**src/rtl/ps2_mouse_packet_rx.sv**
```systemverilog
// ps2_mouse_packet_rx
// Assembles 3-byte PS/2 stream-mode mouse packets from the receiver byte bus.
// Byte 0 must have bit 3 set (sync bit); otherwise it is rejected with a
// sync_err pulse. A partial packet that stalls for TIMEOUT_CYCLES idle cycles
// is dropped with a timeout_err pulse. Completed packets are published as
// registered fields with a one-cycle packet_valid strobe.
//
// Ports:
//   clk, rst           clock, asynchronous active-high reset
//   enable             stream live; low discards any partial packet silently
//   rx_data            received byte, qualified by rx_done_tick
//   rx_done_tick       one-cycle strobe for rx_data
//   packet_valid       one-cycle strobe, fields below are new
//   btn_left/right/middle, dx, dy, x_ovf, y_ovf   packet fields (held)
//   sync_err           one-cycle pulse, byte-0 candidate rejected
//   timeout_err        one-cycle pulse, partial packet dropped on timeout
//
// Handshake: a byte is consumed in the cycle where rx_done_tick=1 and
// enable=1; there is no backpressure, every qualified tick is taken.
module ps2_mouse_packet_rx #(
  parameter int TIMEOUT_CYCLES = 100000,
  parameter int TO_W           = 17
) (
  input  logic       clk,
  input  logic       rst,
  input  logic       enable,
  input  logic [7:0] rx_data,
  input  logic       rx_done_tick,
  output logic       packet_valid,
  output logic       btn_left,
  output logic       btn_right,
  output logic       btn_middle,
  output logic [8:0] dx,
  output logic [8:0] dy,
  output logic       x_ovf,
  output logic       y_ovf,
  output logic       sync_err,
  output logic       timeout_err
);

  typedef enum logic [1:0] {
    WAIT_B0 = 2'd0,
    WAIT_B1 = 2'd1,
    WAIT_B2 = 2'd2,
    EMIT    = 2'd3
  } state_t;

  localparam logic [TO_W-1:0] TO_LAST = TO_W'(TIMEOUT_CYCLES - 1);

  state_t          state_q, state_d;
  logic [TO_W-1:0] cnt_q, cnt_d;
  // Byte 0 without its sync bit (bit 3 is always 1 once accepted):
  // {b0[7:4], b0[2:0]}.
  logic [6:0]      b0_q, b0_d;
  logic [7:0]      b1_q, b1_d;
  logic            emit_d, sync_d, to_d;

  // Byte 2 is not kept separately: it goes straight into the low 8 bits of
  // dy on the tick that completes the packet.
  always_comb begin
    state_d = state_q;
    cnt_d   = cnt_q;
    b0_d    = b0_q;
    b1_d    = b1_q;
    emit_d  = 1'b0;
    sync_d  = 1'b0;
    to_d    = 1'b0;

    if (!enable) begin
      // Silent resync; an EMIT in progress is already in the output regs.
      state_d = WAIT_B0;
      cnt_d   = '0;
    end else begin
      case (state_q)
        // EMIT behaves as WAIT_B0 so back-to-back packets lose no byte.
        WAIT_B0, EMIT: begin
          state_d = WAIT_B0;
          cnt_d   = '0;
          if (rx_done_tick) begin
            if (rx_data[3]) begin
              b0_d    = {rx_data[7:4], rx_data[2:0]};
              state_d = WAIT_B1;
            end else begin
              sync_d = 1'b1;
            end
          end
        end
        WAIT_B1, WAIT_B2: begin
          // A tick on the final counter value wins over the timeout.
          if (rx_done_tick) begin
            cnt_d = '0;
            if (state_q == WAIT_B1) begin
              b1_d    = rx_data;
              state_d = WAIT_B2;
            end else begin
              emit_d  = 1'b1;
              state_d = EMIT;
            end
          end else if (cnt_q == TO_LAST) begin
            cnt_d   = '0;
            to_d    = 1'b1;
            state_d = WAIT_B0;
          end else begin
            cnt_d = cnt_q + TO_W'(1);
          end
        end
        default: begin
          state_d = WAIT_B0;
          cnt_d   = '0;
        end
      endcase
    end
  end

  always_ff @(posedge clk or posedge rst) begin
    if (rst) begin
      state_q      <= WAIT_B0;
      cnt_q        <= '0;
      b0_q         <= '0;
      b1_q         <= '0;
      packet_valid <= 1'b0;
      sync_err     <= 1'b0;
      timeout_err  <= 1'b0;
      btn_left     <= 1'b0;
      btn_right    <= 1'b0;
      btn_middle   <= 1'b0;
      dx           <= '0;
      dy           <= '0;
      x_ovf        <= 1'b0;
      y_ovf        <= 1'b0;
    end else begin
      state_q      <= state_d;
      cnt_q        <= cnt_d;
      b0_q         <= b0_d;
      b1_q         <= b1_d;
      packet_valid <= emit_d;
      sync_err     <= sync_d;
      timeout_err  <= to_d;
      // Fields are loaded on entry to EMIT so they are valid together with
      // packet_valid during the EMIT cycle.
      if (emit_d) begin
        btn_left   <= b0_q[0];
        btn_right  <= b0_q[1];
        btn_middle <= b0_q[2];
        dx         <= {b0_q[3], b1_q};
        dy         <= {b0_q[4], rx_data};
        x_ovf      <= b0_q[5];
        y_ovf      <= b0_q[6];
      end
    end
  end

endmodule

```
**config.mk**
```make
export PLATFORM = sky130hd
export DESIGN_NAME = ps2_mouse_packet_rx
export DESIGN_NICKNAME = d
export VERILOG_FILES = /design/src/rtl/ps2_mouse_packet_rx.sv
export SDC_FILE = /design/constraint.sdc
export NUM_CORES = 1
export LEC_CHECK = 0
export BUFFER_PORTS_ARGS = -buffer_cell sky130_fd_sc_hd__buf_2
export CAP_MARGIN = 15
export CELL_PAD_IN_SITES_DETAIL_PLACEMENT = 0
export CELL_PAD_IN_SITES_GLOBAL_PLACEMENT = 1
export CORE_MARGIN = 2
export CORE_UTILIZATION = 33
export CTS_CLUSTER_SIZE = 8
export DETAILED_ROUTE_END_ITERATION = 8
export GPL_TIMING_DRIVEN = 0
export PLACE_DENSITY = 0.73
export SLEW_MARGIN = 20
export SYNTH_ARGS = -nofsm -noshare
export SYNTH_HDL_FRONTEND = slang
export SYNTH_SLANG_ARGS = --single-unit
```
**constraint.sdc**
```tcl
create_clock -name clk -period 1.6 [get_ports clk]
set_input_delay 0.08 -clock clk [delete_from_list [all_inputs] [get_ports clk]]
set_output_delay 0.08 -clock clk [all_outputs]
set_load 0.03 [all_outputs]
```
# ---- After elaboration in Yosys (flattened, before gate mapping)
# Index checks and enable logic that the tools add are counted.
dict set report op_classes {
  add_sub_neg 1
  eq_ne 5
  n_mux 23
  n_reduce_logical 5
}
# operator count
set op_table {}
lappend op_table {{$mux 17} 3}
lappend op_table {{$pmux 17 s2} 1}
lappend op_table {{$add 17x1->17 const B} 1}
lappend op_table {{$eq 17x17->1 const B} 1}
lappend op_table {{$mux 1} 15}
lappend op_table {{$reduce_and 4->1} 2}
lappend op_table {{$mux 2} 3}
lappend op_table {{$eq 2x2->1 const B} 2}
lappend op_table {{$ne 4x4->1 const B} 1}
lappend op_table {{$pmux 2 s2} 1}
lappend op_table {{$reduce_or 2->1} 2}
lappend op_table {{$eq 2x1->1 const B} 1}
lappend op_table {{$logic_not 2->1} 1}
dict set report word_totals {
  regBits 60
  inputBits 12
  elab_cells 48
}

# ---- Longest topological paths before layout
# Gate-level depths: netlist (run 1).
dict set report depth {
  word_depth 5
  ltp_mapped 8
}

# ---- Least setup slack after synthesis (run 1)
# No wires, ideal clock.
dict set report synth_path {
  path_type {reg2reg}
  from {register state_q[0]}
  to {register dy[2]}
  arrival_time_ns 1.566
  required_time_ns 1.475
  slack_ns -0.091
  path_stages_with_launch 5
  n_path_buf 1
  path_cell_list {dfrtp_1 ha_1 nor3_4 buf_4 mux2_2}
}
dict set report synth_between {
  elab_chain_len 5
  elab_cells_between_ends 7
  cone_classes {2 x eq/ne; 4 x mux; 1 x reduce/logical}
}
# element line
set synth_rtl {}
lappend synth_rtl {{start: declaration} 50} ;# state_t state_q, state_d;
lappend synth_rtl {{start signal: assignment} 132} ;# state_q <= state_d;
lappend synth_rtl {{$eq 2x1->1} {74, 92}}
lappend synth_rtl {{$mux 1} 92} ;# if (state_q == WAIT_B1) begin
lappend synth_rtl {{$mux 1} 90} ;# if (rx_done_tick) begin
lappend synth_rtl {{$mux 1 *} 74} ;# case (state_q)
lappend synth_rtl {{$mux 1 *} 69} ;# if (!enable) begin
lappend synth_rtl {{end signal: assignment} 146} ;# dy <= {b0_q[4], rx_data};
lappend synth_rtl {{end: declaration} 34} ;# output logic [8:0] dy,
# Mark *: on every way between the ends. The rest lies on a longest branch, timed or not.
# A chain may end at the register's enable or synchronous reset.

# ---- Final worst setup path (run 1)
dict set report layout_path {
  from {register state_q[1]}
  to {register dx[8]}
}
dict set report layout_between {
  elab_chain_len 5
  elab_cells_between_ends 7
  cone_classes {2 x eq/ne; 4 x mux; 1 x reduce/logical}
}
# element line
set layout_rtl {}
lappend layout_rtl {{$eq 2x1->1} {74, 92}}
lappend layout_rtl {{$mux 1} 92}
lappend layout_rtl {{$mux 1} 90}
lappend layout_rtl {{$mux 1 *} 74}
lappend layout_rtl {{$mux 1 *} 69}
lappend layout_rtl {{net emit_d} 56} ;# logic emit_d, sync_d, to_d;
lappend layout_rtl {{end signal: assignment} 145} ;# dx <= {b0_q[3], b1_q};
lappend layout_rtl {{end: declaration} 33} ;# output logic [8:0] dx,
# Mark *: on every way through the listed nets, which the timed path passes. The rest lies on a longest branch.

==> metrics.txt, run 1 <==
fin worst setup slack -0.0812 ns; Via density 4.66; DRT Wirelength 5070 um; Clock Tree Buf Depth 2; sequential share of the synthesized area 59.1%; CTS tree done; WP data arrival 1.90 ns; Die Area 0.00842 mm2; die height 91.8 um; status finished, violations left; placer congestion estimate 0.737; antenna violations before repair 0; Startpoint Class flip-flop; chip width 91.8 um; clock slew seen by the registers of the worst setup and hold paths 0.06 ns; Comb pwr share 31.7%; first-pass GRT wire length 8790 um; largest net degree at the start of global routing 50; Worst path slowest cell dfrtp_1; total number of vias 1664; all-layer global routing usage 13.1%; Diodes inserted 0; Max Fclk 0.595 GHz; vias in the first global route 1789; Setup-failing EPs final 22; net count reported at finish 268; worst hold path depth 2; drt pass-1 iters 3; share of cells above drive strength 1 55.4%; setup_tns -1.32 ns; DRC viols 0; Cell Int Power 0.00336 W; synth warn 0; Tcrit/Tclk final 105%; crit path max fanout 5; clk root buf clkbuf_8; WS Path Type flip-flop to flip-flop; Detail Route Antenna Nets 0; worst-path cell chain inv_2 > buf_6 > ha_4 > nor3_4 > buf_6 > buf_8 > mux2_4; Worst VDD drop 1.01 mV; Pwr per Cell Area 1430 mW/mm2; number of synthesized register bits 60; worst r2r path cells 7; Finished Layout Cells 357; total of max-cap violations 0; core area 0.00737 mm2; RSZ-0062 raised after global routing true; Critical Path Sink Type flip-flop; Post-synth EDFFs 0; Worst path max stage delay 0.37 ns; htree depth 3; I/O pin cnt 38; net load switching power 0.00169 W; synth top area cells dfrtp_1, mux2_2, xnor2_1; Worst Max-Slew Pin Slew 0.455 ns; P_leak 1.54 nW; post-synth top area share 59.1%; min Tclk post-route 1.68 ns; Slew Viols, Final 0; commonest non-fill, non-tap cells in the layout dfrtp_1, buf_2, mux2_4, mux2_2, nor2_4; failing checks setup timing; commonest non-fill, non-tap cell in the layout dfrtp_1; Seq pwr share 42.2%; gr ovfl total 0; Placed Cells 325; Worst path most repeated cell buf_6; Post-Syn Nets 203; Syn Inst Count 188; Clock power frac 26.1%; Post-Syn Area 0.00254 mm2; post-synthesis cell type count 29; final hold vios 0; critical path required time 1.82 ns; DRT iter0 DRCs 138; fraction of registers with async set/reset 100%; ys flop type dfrtp_1; port bufs 37; initial core utilization 34.5%; CTS Buf Count 9; Hold WS 0.0115 ns; Slew headroom 69.6%; syn_area_per_cell 13.5 um2; Layout Skew 0.00649 ns; Sw Share 33.4%; drt wl/cell 14.2 um; Row Count 31; Clock Latency Late Sink 0.33 ns; Yosys top cell by area dfrtp_1; Area growth syn-to-layout 38.5%; # clock sinks 60; DP Wirelength 3150 um; worst hold-check path type input pin to flip-flop
-- metal layers --
layer	up-vias	routed length, um	global-route usage [%]
met3	11	257	4.52
met2	40	2380	20.3
li1	785	-	-
met4	0	81	3.86
met1	828	2350	17.6
met5	-	0	0
-- per-stage QoR --
stage | power (W) | util, % | cell area, um2 | setup slack [ns]
2_1_floorplan | 0.00309 | - | 2550 | -0.0118
3_3_place_gp | 0.00348 | 38.8 | 2860 | -0.709
3_5_place_dp | 0.00352 | 39.3 | 2890 | -0.201
4_1_cts | 0.00507 | 46.8 | 3450 | -0.136
5_1_grt | 0.00532 | 47.8 | 3520 | -0.137
6_report | 0.00504 | 47.8 | 3520 | -0.0812
-- registers in the layout, summed over array words and instances, names as in the netlist, 2 cells and up --
name	count
b0_q	7
state_q	2
dy	9
dx	9
b1_q	8
cnt_q	17
-- worst paths after layout --
path                              end  slack, ns       start
min                             dy[4]       0.01  rx_data[4]
min reg2reg                     dy[3]       0.51       dy[3]
max reg2reg                     dx[8]      -0.08  state_q[1]
max in group asynchronous  state_q[0]       0.91         rst
min in group asynchronous    cnt_q[8]       0.20         rst
max                             dx[8]      -0.08  state_q[1]
-- worst max-delay path, delay by kind of cell (launching register included) --
family,cells,cell delay (ns)
buf+inv,4,0.46
flops,1,0.37
mux,1,0.30
simple gates,1,0.28
fa+ha+maj,1,0.15
-- timing repair --
action                                  CTS  global route
gates cloned                              3             0
setup buffers                            12             1
hold endpoints to repair                 62             0
pin swaps                                12             9
hold buffers                              3             0
endpoints found under the setup margin   36            40
resized for setup                        53            23
-- cells in the mapped netlist (all sizes together), types with 2 or more instances --
master and n:
nand4 8, and4 2, dfrtp 60, nand2b 2
xor2 4, nor2 20, clkbuf 2, inv 6
ha 3, nand2 6, nor3 5, xnor2 11
buf 4, nor4 6, nand3 6, mux2 38
-- cell families (layout without fill, tap and decap cells) --
group / after synthesis / after routing / synth area share (%)
mux: 38 / 38 / 16.8
flops: 60 / 60 / 59.1
simple gates: 58 / 58 / 14.2
xor+xnor: 15 / 15 / 5.17
fa+ha+maj: 3 / 3 / 1.48
compound gates: 2 / 2 / 0.492
buf+inv: 12 / 82 / 2.71
-- power groups by stage --
stage               combinational, W  sequential [W]  clock, W
floorplan                   0.000429         0.00266         0
global placement             0.00135         0.00212         0
detailed placement           0.00138         0.00214         0
CTS                          0.00159         0.00213   0.00135
global route                 0.00170         0.00219   0.00143
finish                       0.00160         0.00213   0.00132
-- final cells by class --
type / count / area [um2]
fillers: 676 / 3850
plain buffers: 4 / 50.0
clock inverters: 6 / 65.1
clock buffers: 10 / 128
well taps: 99 / 124
inverters: 6 / 25.0
multi-input cells: 116 / 1210
repair buffers: 56 / 414
flip-flops and latches: 60 / 1500
No activity file was read; power rests on OpenSTA's default activity.
==> run 2, diff against run 1 <==
==> constraint.sdc (replaced) <==
create_clock -name clk -period 1.3 [get_ports clk]
set_input_delay 0.065 -clock clk [delete_from_list [all_inputs] [get_ports clk]]
set_output_delay 0.065 -clock clk [all_outputs]
set_load 0.03 [all_outputs]
==> run 2 against run 1 <==
The run still ends with setup timing left. Count of clock-buffer cells in the layout stayed put. Die area stayed put. First-iteration DRC count is 67% lower. Via count increased by 4.7%. Critical path type unchanged. Largest cell class unchanged. Highest routed layer unchanged.
==> metrics.txt, run 2 (synthesis gave the netlist of run 1 again) <==
Worst VDD drop 1.09 mV; max FFs per register 17; WP data arrival 1.88 ns; Place WS -0.465 ns; clock slew seen by the registers of the worst setup and hold paths 0.07 ns; DRT Wirelength 5590 um; Tcrit/Tclk final 128%; chip width 91.8 um; initial core utilization 34.5%; fin worst setup slack -0.359 ns; DP Wirelength 3250 um; worst hold-check path type input pin to flip-flop; Clock Tree Buf Depth 2; Via density 4.71; vias in the first global route 1836; share of cells above drive strength 1 58.7%; Die Area 0.00842 mm2; # clock sinks 60; total of max-cap violations 0; gr ovfl total 0; Critical Path Sink Type flip-flop; status finished, violations left; Setup-failing EPs final 51; dpl cell area 0.00293 mm2; biggest regs cnt_q (17), dx (9), dy (9); all-layer global routing usage 14.1%; I/O pin cnt 38; final hold vios 0; Detail Route Antenna Nets 0; commonest non-fill, non-tap cell in the layout dfrtp_1; clk root buf clkbuf_8; port bufs 37; DRC viols 0; net count reported at finish 281; Clock Latency Late Sink 0.34 ns; largest register by flop count cnt_q; htree depth 3; Layout Skew 0.00839 ns; total number of vias 1742; first-pass GRT wire length 9230 um; Area growth syn-to-layout 45.0%; WS Path Type flip-flop to flip-flop; Worst Max-Slew Pin Slew 0.720 ns; commonest non-fill, non-tap cells in the layout dfrtp_1, buf_2, mux2_4, mux2_2, nor2_4; P_leak 1.61 nW; placer congestion estimate 0.723; core area 0.00737 mm2; failing checks setup timing; CTS Buf Count 9; critical path required time 1.53 ns; final instance area 0.00368 mm2; Diodes inserted 0; Slew Viols, Final 0; Row Count 31; largest net degree at the start of global routing 32; Hold WS 0.0277 ns; antenna violations before repair 0; min Tclk post-route 1.66 ns; die height 91.8 um; Slew headroom 51.9%; Startpoint Class flip-flop; drt wl/cell 15.1 um; Max Fclk 0.603 GHz; drt pass-1 iters 4; crit path max fanout 5; DRT iter0 DRCs 45; Pwr per Cell Area 1710 mW/mm2; RSZ-0062 raised after global routing true; CTS tree done
## run 2: where the power goes
group          internal [W]  switching (W)  total, W
Clock              0.000885       0.000779   0.00166
Sequential          0.00237       0.000274   0.00264
Combinational      0.000913        0.00109   0.00201
## run 2: path summary, 6_finish.rpt
kind	startpoint	slack [ns]	cells past startpoint	endpoint
max	state_q[0]	-0.36	5	dy[7]
min	enable	0.03	3	state_q[1]
max reg2reg	state_q[0]	-0.36	5	dy[7]
min reg2reg	b1_q[4]	0.50	1	dx[4]
max in group asynchronous	rst	0.34	4	b0_q[3]
min in group asynchronous	rst	0.38	3	cnt_q[14]
## run 2: area by class of cell
| type | instances | area (um2) |
|---|---|---|
| sequential | 60 | 1510 |
| buffer | 4 | 46.3 |
| clock buffer | 10 | 128 |
| timing repair buffer | 69 | 534 |
| tap | 99 | 124 |
| inverter | 6 | 26.3 |
| clock inverter | 6 | 63.8 |
| fill | 639 | 3680 |
| multi-input combinational | 116 | 1260 |
## run 2: what timing repair did
action	4_1_cts	5_1_grt
endpoints found under the setup margin	57	51
hold buffers	9	0
pin swaps	9	3
cloned	2	0
setup buffers	16	5
resized for setup	48	30
hold endpoints to repair	52	0
## run 2: per-layer routing
metal,GRT usage (%),vias up,routed length (um)
met2,21.4,37,2640
met4,6.34,0,111
li1,-,808,-
met1,19.2,887,2620
met3,3.45,10,216
met5,0,-,0
## run 2: critical path, stage by stage (launching register included)
cell and delay [ns]:
dfrtp_1 0.42, ha_4 0.28, nor3_4 0.26, buf_6 0.16, buf_8 0.13, mux2_4 0.30
## run 2: stage by stage
step	total power [W]	utilization [%]	setup TNS (ns)	std cells
4_1_cts	0.00629	48.0	-12.34	366
5_1_grt	0.00658	50.0	-15.75	370
3_3_place_gp	0.00435	39.5	-20.84	324
3_5_place_dp	0.00439	39.8	-20.59	325
6_report	0.00631	50.0	-13.22	370
2_1_floorplan	0.00386	-	-9.36	188
